File: config.mk
export PLATFORM = sky130hd
export DESIGN_NAME = seq_detect_param
export DESIGN_NICKNAME = d
export VERILOG_FILES = /design/src/rtl/seq_detect_param.sv
export SDC_FILE = /design/constraint.sdc
export NUM_CORES = 1
export LEC_CHECK = 0
export CAP_MARGIN = 20
export CELL_PAD_IN_SITES_DETAIL_PLACEMENT = 2
export CELL_PAD_IN_SITES_GLOBAL_PLACEMENT = 2
export CORE_MARGIN = 5
export CORE_UTILIZATION = 27
export CTS_CLUSTER_SIZE = 8
export DETAILED_ROUTE_END_ITERATION = 7
export PLACE_DENSITY_LB_ADDON = 0.08
export SYNTH_ARGS = -nofsm -noshare
export SYNTH_HDL_FRONTEND = slang
export SYNTH_SLANG_ARGS = --single-unit
File: constraint.sdc
create_clock -name clk -period 1.41 [get_ports clk]
set_input_delay 0.423 -clock clk [delete_from_list [all_inputs] [get_ports clk]]
set_output_delay 0.423 -clock clk [all_outputs]
set_load 0.05 [all_outputs]
File: src/rtl/seq_detect_param.sv
// Serial pattern detector with a runtime-loadable PAT_LEN-bit pattern, selectable
// overlapping/non-overlapping matching and a saturating match counter.
module seq_detect_param #(
  parameter int                 PAT_LEN = 4,
  parameter logic [PAT_LEN-1:0] PATTERN = 4'b1011,
  parameter int                 CNT_W   = 8
) (
  input  logic               clk,
  input  logic               rst,
  input  logic               en,
  input  logic               xin,
  input  logic               load,
  input  logic [PAT_LEN-1:0] pat_in,
  input  logic               overlap,
  output logic               zout,
  output logic [CNT_W-1:0]   match_cnt
);

  localparam int FILL_W = (PAT_LEN > 2) ? $clog2(PAT_LEN) : 1;
  localparam logic [FILL_W-1:0] FILL_MAX = FILL_W'(PAT_LEN - 1);

  logic [PAT_LEN-1:0] pat_q, pat_d;
  logic [PAT_LEN-2:0] hist_q, hist_d;
  logic [FILL_W-1:0]  fill_q, fill_d;
  logic               zout_q, zout_d;
  logic [CNT_W-1:0]   cnt_q, cnt_d;

  logic [PAT_LEN-1:0] cand;
  logic               match;

  // The newest bit completes the candidate window; a match needs a full history.
  assign cand  = {hist_q, xin};
  assign match = en && (fill_q == FILL_MAX) && (cand == pat_q);

  always_comb begin
    pat_d  = pat_q;
    hist_d = hist_q;
    fill_d = fill_q;
    cnt_d  = cnt_q;
    zout_d = 1'b0;
    if (load) begin
      pat_d  = pat_in;
      hist_d = '0;
      fill_d = '0;
      cnt_d  = '0;
    end else if (en) begin
      if (match) begin
        zout_d = 1'b1;
        if (!(&cnt_q)) cnt_d = cnt_q + 1'b1;
        if (overlap) begin
          hist_d = cand[PAT_LEN-2:0];
        end else begin
          hist_d = '0;
          fill_d = '0;
        end
      end else begin
        hist_d = cand[PAT_LEN-2:0];
        fill_d = (fill_q == FILL_MAX) ? FILL_MAX : fill_q + 1'b1;
      end
    end
  end

  always_ff @(posedge clk) begin
    if (rst) begin
      pat_q  <= PATTERN;
      hist_q <= '0;
      fill_q <= '0;
      zout_q <= 1'b0;
      cnt_q  <= '0;
    end else begin
      pat_q  <= pat_d;
      hist_q <= hist_d;
      fill_q <= fill_d;
      zout_q <= zout_d;
      cnt_q  <= cnt_d;
    end
  end

  assign zout      = zout_q;
  assign match_cnt = cnt_q;

endmodule

# Word level (Yosys, flattened, before mapping)
# Cells that the tools add are included.
# classes
n_addsub	2
n_eq_ne	3
muxes	6
bitwise	2
n_reduce_logical	7
# op_table
op	count
$add A8 B1 Y8 const B	1
$reduce_and A8 Y1	1
$mux W2	3
$mux W3	2
$eq A4 B4 Y1	1
$reduce_and A3 Y1	1
$reduce_or A3 Y1	1
$add A2 B1 Y2 const B	1
$eq A2 B2 Y1 const B	1
$logic_and A1 B1 Y1	2
$ne A2 B2 Y1 const B	1
$not A1 Y1	2
$reduce_and A2 Y1	1
$reduce_or A2 Y1	1
$mux W1	1
# totals
reg_bits	18
input_bits	10
out_inout_bits	9
wordCells	25

# Logic depth before layout (Yosys ltp)
# Gate-level depths: netlist of run 1.
# depth
word_depth	5
mapped_depth	5
depth_no_buf	5

# Worst setup path after synthesis of run 1
# No wires, ideal clock.
# synth_timing
kind	register -> register
from	reg cnt_q[0], in the netlist match_cnt[0]
to	reg cnt_q[6], in the netlist match_cnt[6]
setup_time_ns	0.116
arrival_ns	1.606
required_ns	1.294
path_slack_ns	-0.312
stages_incl_launch_ff	5
path_buffers	0
period_less_slack_ns	1.722
path_cell_list	dfxtp_1 > ha_1 > nand2_1 > or4_1 > o211a_1
# synth_via
elab_chain_cells	3
elab_cells_between_ends	4
# synth_lines
element	line	text
start: declaration	26	logic [CNT_W-1:0] cnt_q, cnt_d;
start signal: assignment	75	cnt_q <= cnt_d;
branches (longest 3 deep; another with $add A8 B1 Y8)	--	
# Parallel ways; which one is timed is not known.
# A chain may end at the register's enable or synchronous reset.

# Final worst setup path of run 1
# layout_timing
from	reg hist_q[2]
to	reg cnt_q[4], in the netlist match_cnt[4]
# layout_via
elab_chain_cells	3
# layout_lines
element	line	text
start: declaration	23	logic [PAT_LEN-2:0] hist_q, hist_d;
start signal: assignment	72	hist_q <= hist_d;
$eq A4 B4 Y1	33	assign match = en && (fill_q == FILL_MAX) && (cand == pat_q);
$logic_and A1 B1 Y1	33	
$reduce_and A3 Y1 (no source line)	--	
# Every way passes these cells.

==> results_dict.tcl, run 1 <==
set metrics [dict create \
    status "finished, violations left" \
    violations "negative setup slack" \
    drive_gt1_share_pct 62.3 \
    crit_required_ps 1610 \
    fin_skew_ps 10.1 \
    p_leak_nw 0.720 \
    hold_class "register to register" \
    critPathLaunchType "register" \
    cts_sinks 18 \
    cts_buffers 3 \
    setup_ws_ps -188 \
    p_sw_share_pct 25.9 \
    p_int_mw 0.777 \
    vias 1010 \
    path_max_fanout 4 \
    crit_slowest_cell "o31ai_1" \
    rows 21 \
    holdPathEnd "match_cnt[2]$_SDFFE_PP0P_" \
    comb_power_share_pct 17.2 \
    finalPower_mw 1.05 \
    r2r_cells 6 \
    critPathMaxStageDelay_ps 390 \
    synthToLayoutAreaGrowth_pct 88.1 \
    wl_um 3500 \
    die_y_um 68.6 \
    r2r-end "match_cnt[4]$_SDFFE_PP0P_" \
    antenna_cells 0 \
    hold_path_depth 2 \
    synthCells 98 \
    fp.dieW_um 68.6 \
    io_pins 19 \
    drv_slew 0 \
    relSlewSlack_pct 74.4 \
    pwr_density_cell_nw_per_um2 601 \
    clock_latency_ps 310 \
    grt.overflow.total 0 \
    setup_tns_ps -790 \
    vdd_drop_max_mv 0.313 \
    dp.cells 182 \
    utilization_pct 52.3 \
    critical_path.endpoint_type "register" \
    ys_types 34 \
    hold_start "match_cnt[2]$_SDFFE_PP0P_" \
    drtIter0Drc 13 \
    pwr-share-seq_pct 50.2 \
    p_sw_mw 0.271 \
    dp_hpwl_um 2370 \
    grt_pass1_vias 1100 \
    hold_violations 0 \
    worstMarginPinSlew_ps 381 \
    cts_tree "built" \
    final_antenna_net_count 0 \
    setup_viol 11 \
    p_clk_share_pct 32.6 \
    reg2reg_slack_ps -190 \
    antenna_found_initial 0 \
    track_usage_pct 15.1 \
    syn_area_sq_um 927 \
    avgViaCountPerCell 5.05 \
    rsz0062_at_grt "true" \
    gp_congestion 0.765 \
    die_area_sq_um 4710 \
    cts.clk_slew.worst_paths_ps 120 \
    nets 166 \
    h-tree-depth 1 \
    worst-setup-path-type "register to register" \
    yosysWarnings 0 \
    ys_seq_area_share_pct 38.9 \
    fillers 356 \
    ys_seq_elements 18 \
    period_needed_ps 1600 \
    maxCapViolCount 0 \
    period_share_pct 113 \
    fp.coreArea_sq_um 3340 \
    syn_nets 109 \
    rr_startpoint "hist_q[2]$_SDFFE_PP0P_" \
    start_util_pct 27.8 \
    max_freq_mhz 626 \
    clockBufferDepth 2 \
    finalNonFillerCells 200 \
    grt_pass1_wl_um 5180 \
    avgRoutedWirePerCell_um 17.5 \
    drcViolationCount 0 \
    cp.arrival_ps 1800 \
    first_pass_iters 3 \
    grt_max_degree 11 \
    cts-root-buf "clkbuf_4" \
    startpoint "hist_q[2]$_SDFFE_PP0P_" \
    cp_cell_sequence "xnor2_2, nand3_2, buf_4, buf_2, o31ai_1, a21oi_2" \
    io_buffers 18 \
    avgSynthCellArea_sq_um 9.46 \
]
==> metrics by stage <==
step                      instance area, sq um  hold slack (ps)  worst slack, ps
after floorplan                            972              476            -8.06
after CTS                                 1630              518             -138
after global placement                    1460              497             -594
final                                     1740              530             -188
after global routing                      1740              550             -223
after detailed placement                  1460              496             -716
==> cells by family (layout without fill, tap and decap cells) <==
| kind of cell | after synthesis | after routing | share of synthesized area (%) |
|---|---|---|---|
| buffers and inverters | 7 | 62 | 3.10 |
| DFF | 18 | 18 | 38.9 |
| muxes | 4 | 4 | 4.32 |
| adders and majority gates | 1 | 1 | 1.35 |
| xor gates and xnor gates | 4 | 4 | 5.80 |
| AOI/OAI and AO/OA | 26 | 27 | 22.7 |
| and+or+nand+nor | 38 | 38 | 23.9 |
==> final cells by class <==
| class | count | area [sq um] | share of cell area (%) |
|---|---|---|---|
| multi-input combinational | 74 | 693 | 39.7 |
| timing repair buffer | 55 | 561 | 32.1 |
| sequential | 18 | 385 | 22.1 |
| tap | 46 | 57.6 | 3.30 |
| clock buffer | 4 | 36.3 | 2.08 |
| inverter | 3 | 11.3 | 0.646 |
==> placed cells by master, fill, tap and decap left out, types with 2 or more instances in the layout <==
cell	netlist	routed
buf_4	0	32
dfxtp_2	0	11
buf_12	0	9
clkdlybuf4s50_1	0	7
nand3_1	7	5
and3_1	5	4
nand2_1	6	4
mux2i_1	4	4
dfxtp_1	18	4
buf_6	0	4
nor2b_1	3	3
a211o_1	3	3
nor2_1	3	3
xnor2_2	0	3
inv_1	3	3
a41o_2	3	3
o21ai_0	4	3
a21oi_1	6	3
a21oi_2	0	3
clkbuf_4	0	3
dfxtp_4	0	3
nand2_2	0	2
or3_4	0	2
or3_1	3	2
o211ai_4	1	2
o41ai_2	0	2
o211a_1	2	2
o31ai_1	2	2
or4_4	0	2
==> worst max-delay path, delay by kind of cell, from the launching register on <==
| family | cells | cell delay [ps] |
|---|---|---|
| compound gates | 2 | 510 |
| flops | 1 | 360 |
| simple gates | 1 | 140 |
| xor+xnor | 1 | 200 |
| buf+inv | 2 | 300 |
==> power groups by stage <==
stage	clock [mW]	combinational [mW]	sequential (mW)
after global routing	0.367	0.193	0.528
after CTS	0.337	0.161	0.526
after global placement	0	0.130	0.534
final	0.341	0.180	0.526
after floorplan	0	0.0590	0.533
after detailed placement	0	0.136	0.534
==> synthesized netlist by cell type <==
| library cell | count | area share, % |
|---|---|---|
| o311ai_0 | 1 | 0.94 |
| buf_2 | 2 | 1.1 |
| nor3_1 | 1 | 0.54 |
| and2b_2 | 1 | 0.94 |
| o41ai_1 | 2 | 1.9 |
| or2_2 | 1 | 0.68 |
| a41o_2 | 3 | 3.6 |
| a211o_1 | 3 | 2.8 |
| a21oi_1 | 6 | 3.2 |
| mux2i_1 | 4 | 4.3 |
| ha_1 | 1 | 1.3 |
| inv_1 | 3 | 1.2 |
| clkbuf_1 | 2 | 0.81 |
| o21ai_0 | 4 | 2.2 |
| or4_1 | 3 | 2.4 |
| and2_2 | 1 | 0.81 |
| and3_1 | 5 | 3.4 |
| o211ai_4 | 1 | 2.3 |
| xnor2_1 | 3 | 2.8 |
| or3_2 | 1 | 0.81 |
| nor2_1 | 3 | 1.2 |
| and3_4 | 1 | 1.2 |
| or3_1 | 3 | 2.0 |
| nor2b_1 | 3 | 2.0 |
| nand2_1 | 6 | 2.4 |
| nand4_1 | 1 | 0.68 |
| o31a_1 | 1 | 0.94 |
| nor4b_1 | 1 | 0.94 |
| nand3_1 | 7 | 3.8 |
| a21o_2 | 1 | 0.94 |
| o31ai_1 | 2 | 1.6 |
| xnor2_4 | 1 | 3.0 |
| dfxtp_1 | 18 | 39 |
| o211a_1 | 2 | 2.2 |
==> worst max path at each step <==
stage | depth (start not counted) | endpoint | slack, ps
2_1_floorplan | 3 | match_cnt[6]$_SDFFE_PP0P_ | -8
3_3_place_gp | 5 | hist_q[1]$_SDFFE_PP0P_ | -590
3_5_place_dp | 5 | match_cnt[7]$_SDFFE_PP0P_ | -720
4_1_cts | 5 | match_cnt[4]$_SDFFE_PP0P_ | -140
5_1_grt | 6 | match_cnt[4]$_SDFFE_PP0P_ | -220
6_report | 6 | match_cnt[4]$_SDFFE_PP0P_ | -190
==> registers in the layout (all words and copies together) (netlist names) <==
register	flops
fill_q	2
pat_q	4
match_cnt	8
hist_q	3
zout	1
==> layer usage <==
metal	global-route usage [%]	share of wire [%]	vias up
met5	0	0	-
met2	29.6	53	21
met3	1.94	2.8	10
li1	-	-	484
met4	5.96	3.0	0
met1	16.1	41	495
==> timing repair <==
item	4_1_cts	5_1_grt
pin swaps	13	10
hold buffers	0	0
gates cloned	1	1
buffers inserted	6	6
resized for setup	24	12
setup endpoints to repair	14	13
Power figures use the tool's default switching activity.
==> run 2: changes to the inputs <==
--- a/config.mk
+++ b/config.mk
@@ -13,6 +13,7 @@
 export CTS_CLUSTER_SIZE = 8
 export DETAILED_ROUTE_END_ITERATION = 7
 export PLACE_DENSITY_LB_ADDON = 0.08
+export SETUP_SLACK_MARGIN = 0.3
 export SYNTH_ARGS = -nofsm -noshare
 export SYNTH_HDL_FRONTEND = slang
 export SYNTH_SLANG_ARGS = --single-unit
==> run 2 against run 1 <==
Compared with the run above:
- the run still ends with negative setup slack left
- clock power down 22%
- count of clock-buffer cells in the layout unchanged
- clock skew down 5.7 ps
- cell count down 1.5%
- flip-flop and latch count unchanged
- final area up 1.1%
- via count down 1.2%
- register-to-register slack better by 40 ps
- routed wire length up 3.1%
- hold slack worse by 37 ps
- sequential share of layout area up 0.55 points
- setup slack better by 37 ps
==> results_dict.tcl, run 2 (synthesis results as in run 1) <==
set metrics [dict create \
    r2r_cells 5 \
    critPathMaxStageDelay_ps 530 \
    critPathLaunchType "register" \
    rsz0062_at_grt "true" \
    grt_pass1_vias 1123 \
    io_buffers 18 \
    period_share_pct 111 \
    cts-root-buf "clkbuf_4" \
    layout_common_cells "buf_4 (26), buf_12 (10), dfxtp_4 (8), buf_6 (8), dfxtp_2 (7)" \
    final_common_cell "buf_4" \
    worst-setup-path-type "register to register" \
    holdWs_ps 493 \
    drcViolationCount 0 \
    hold_violations 0 \
    p_leak_nw 0.716 \
    status "finished, violations left" \
    utilization_pct 52.8 \
    fp.coreArea_sq_um 3340 \
    hold_class "input pin to register" \
    rr_startpoint "pat_q[3]$_SDFFE_PP1P_" \
    p_int_mw 0.699 \
    clockBufferDepth 2 \
    dp_hpwl_um 2260 \
    final_antenna_net_count 0 \
    hold_path_depth 3 \
    largest_reg_flops 8 \
    fin_skew_ps 4.46 \
    setup_tns_ps -962 \
    design_area_sq_um 1760 \
    period_needed_ps 1560 \
    pwr_density_cell_nw_per_um2 532 \
    worstMarginPinSlew_ps 360 \
    h-tree-depth 1 \
    wl_um 3610 \
    grt_pass1_wl_um 5520 \
    drtIter0Drc 11 \
    rows 21 \
    cp_cell_sequence "xnor2_2, nand3_2, buf_6, or4_4, a21oi_2" \
    cp.arrival_ps 1790 \
    cts_tree "built" \
    fillers 341 \
    hold_start "rst" \
    antenna_found_initial 0 \
    gp_congestion 0.762 \
    cts_sinks 18 \
    pwr-share-seq_pct 55.1 \
    maxCapViolCount 0 \
    fp.dieW_um 68.6 \
    max_freq_mhz 640 \
    setup_viol 10 \
    drv_slew 0 \
    clock_latency_ps 290 \
    critical_path.endpoint_type "register" \
    p_sw_mw 0.239 \
    nets 163 \
    cts.clk_slew.worst_paths_ps 90 \
    avgViaCountPerCell 5.07 \
    p_clk_share_pct 28.3 \
    io_pins 19 \
    hold_buffers 0 \
    r2r-end "match_cnt[5]$_SDFFE_PP0P_" \
    vias 998 \
    comb_power_share_pct 16.6 \
    track_usage_pct 16.4 \
    die_area_sq_um 4710 \
    grt_max_degree 11 \
    crit_required_ps 1630 \
    cts_buffers 3 \
    placed_area_sq_um 1460 \
    reg2reg_slack_ps -150 \
    die_y_um 68.6 \
    setup_ws_ps -151 \
    p_sw_share_pct 25.5 \
    vdd_drop_max_mv 0.370 \
    synthToLayoutAreaGrowth_pct 90.1 \
    crit_slowest_cell "or4_4" \
    violations "negative setup slack" \
    drive_gt1_share_pct 64.2 \
    avgRoutedWirePerCell_um 18.3 \
    first_pass_iters 4 \
    grt.overflow.total 0 \
    path_max_fanout 6 \
    antenna_cells 0 \
    holdPathEnd "pat_q[2]$_SDFFE_PP0P_" \
    start_util_pct 27.8 \
    relSlewSlack_pct 75.8 \
]
run 2: per-layer routing:
metal | up-vias | wire length, um | track usage [%]
li1 | 476 | - | -
met1 | 500 | 1400 | 17.7
met2 | 18 | 2060 | 31.5
met3 | 4 | 119 | 3.40
met4 | 0 | 36 | 5.21
met5 | - | 0 | 0
run 2: worst max-delay path by stage:
stage | endpoint | start
6_report | match_cnt[5]$_SDFFE_PP0P_ | pat_q[3]$_SDFFE_PP1P_
5_1_grt | match_cnt[7]$_SDFFE_PP0P_ | pat_q[2]$_SDFFE_PP0P_
4_1_cts | match_cnt[4]$_SDFFE_PP0P_ | hist_q[1]$_SDFFE_PP0P_
3_5_place_dp | match_cnt[6]$_SDFFE_PP0P_ | xin
3_3_place_gp | hist_q[2]$_SDFFE_PP0P_ | xin
2_1_floorplan | hist_q[0]$_SDFFE_PP0P_ | en
run 2: cell type report:
| type | instances | area (sq um) | share of cell area [%] |
|---|---|---|---|
| inverters | 3 | 11.3 | 0.639 |
| flip-flops and latches | 18 | 399 | 22.6 |
| clock buffers | 4 | 26.3 | 1.49 |
| multi-input cells | 73 | 692 | 39.2 |
| repair buffers | 53 | 577 | 32.7 |
| well taps | 46 | 57.6 | 3.26 |
run 2: worst max-delay path, delay by kind of cell (launching register included):
| kind | cells | cell delay [ps] |
|---|---|---|
| XOR/XNOR | 1 | 210 |
| buffers and inverters | 1 | 150 |
| AND/OR/NAND/NOR | 2 | 660 |
| AO/OA/AOI/OAI | 1 | 130 |
| flip-flops | 1 | 340 |
run 2: power by group through the flow:
stage	Sequential (mW)	Combinational, mW	Clock, mW
after floorplan	0.526	0.0597	0
after global placement	0.527	0.123	0
after detailed placement	0.527	0.129	0
after CTS	0.519	0.146	0.287
after global routing	0.519	0.166	0.310
final	0.517	0.156	0.266
run 2: what timing repair did:
item | 4_1_cts | 5_1_grt
buffers inserted | 12 | 3
pin swaps | 20 | 7
gates cloned | 0 | 0
setup endpoints to repair | 27 | 25
resized for setup | 38 | 8
run 2: through the flow:
| stage | total power [mW] | setup WS (ps) | std cells |
|---|---|---|---|
| after floorplan | 0.585 | 8.77 | 98 |
| after global placement | 0.650 | -573 | 178 |
| after detailed placement | 0.656 | -659 | 178 |
| after CTS | 0.952 | -108 | 194 |
| after global routing | 0.994 | -192 | 197 |
| final | 0.938 | -151 | 197 |
==> run 3: changes to the inputs <==
--- a/config.mk
+++ b/config.mk
@@ -14,6 +14,7 @@
 export DETAILED_ROUTE_END_ITERATION = 7
 export PLACE_DENSITY_LB_ADDON = 0.08
 export SETUP_SLACK_MARGIN = 0.3
+export SLEW_MARGIN = 20
 export SYNTH_ARGS = -nofsm -noshare
 export SYNTH_HDL_FRONTEND = slang
 export SYNTH_SLANG_ARGS = --single-unit
==> results of run 3 <==
Same layout as run 2: the final DEF is identical, and so are final timing and power.
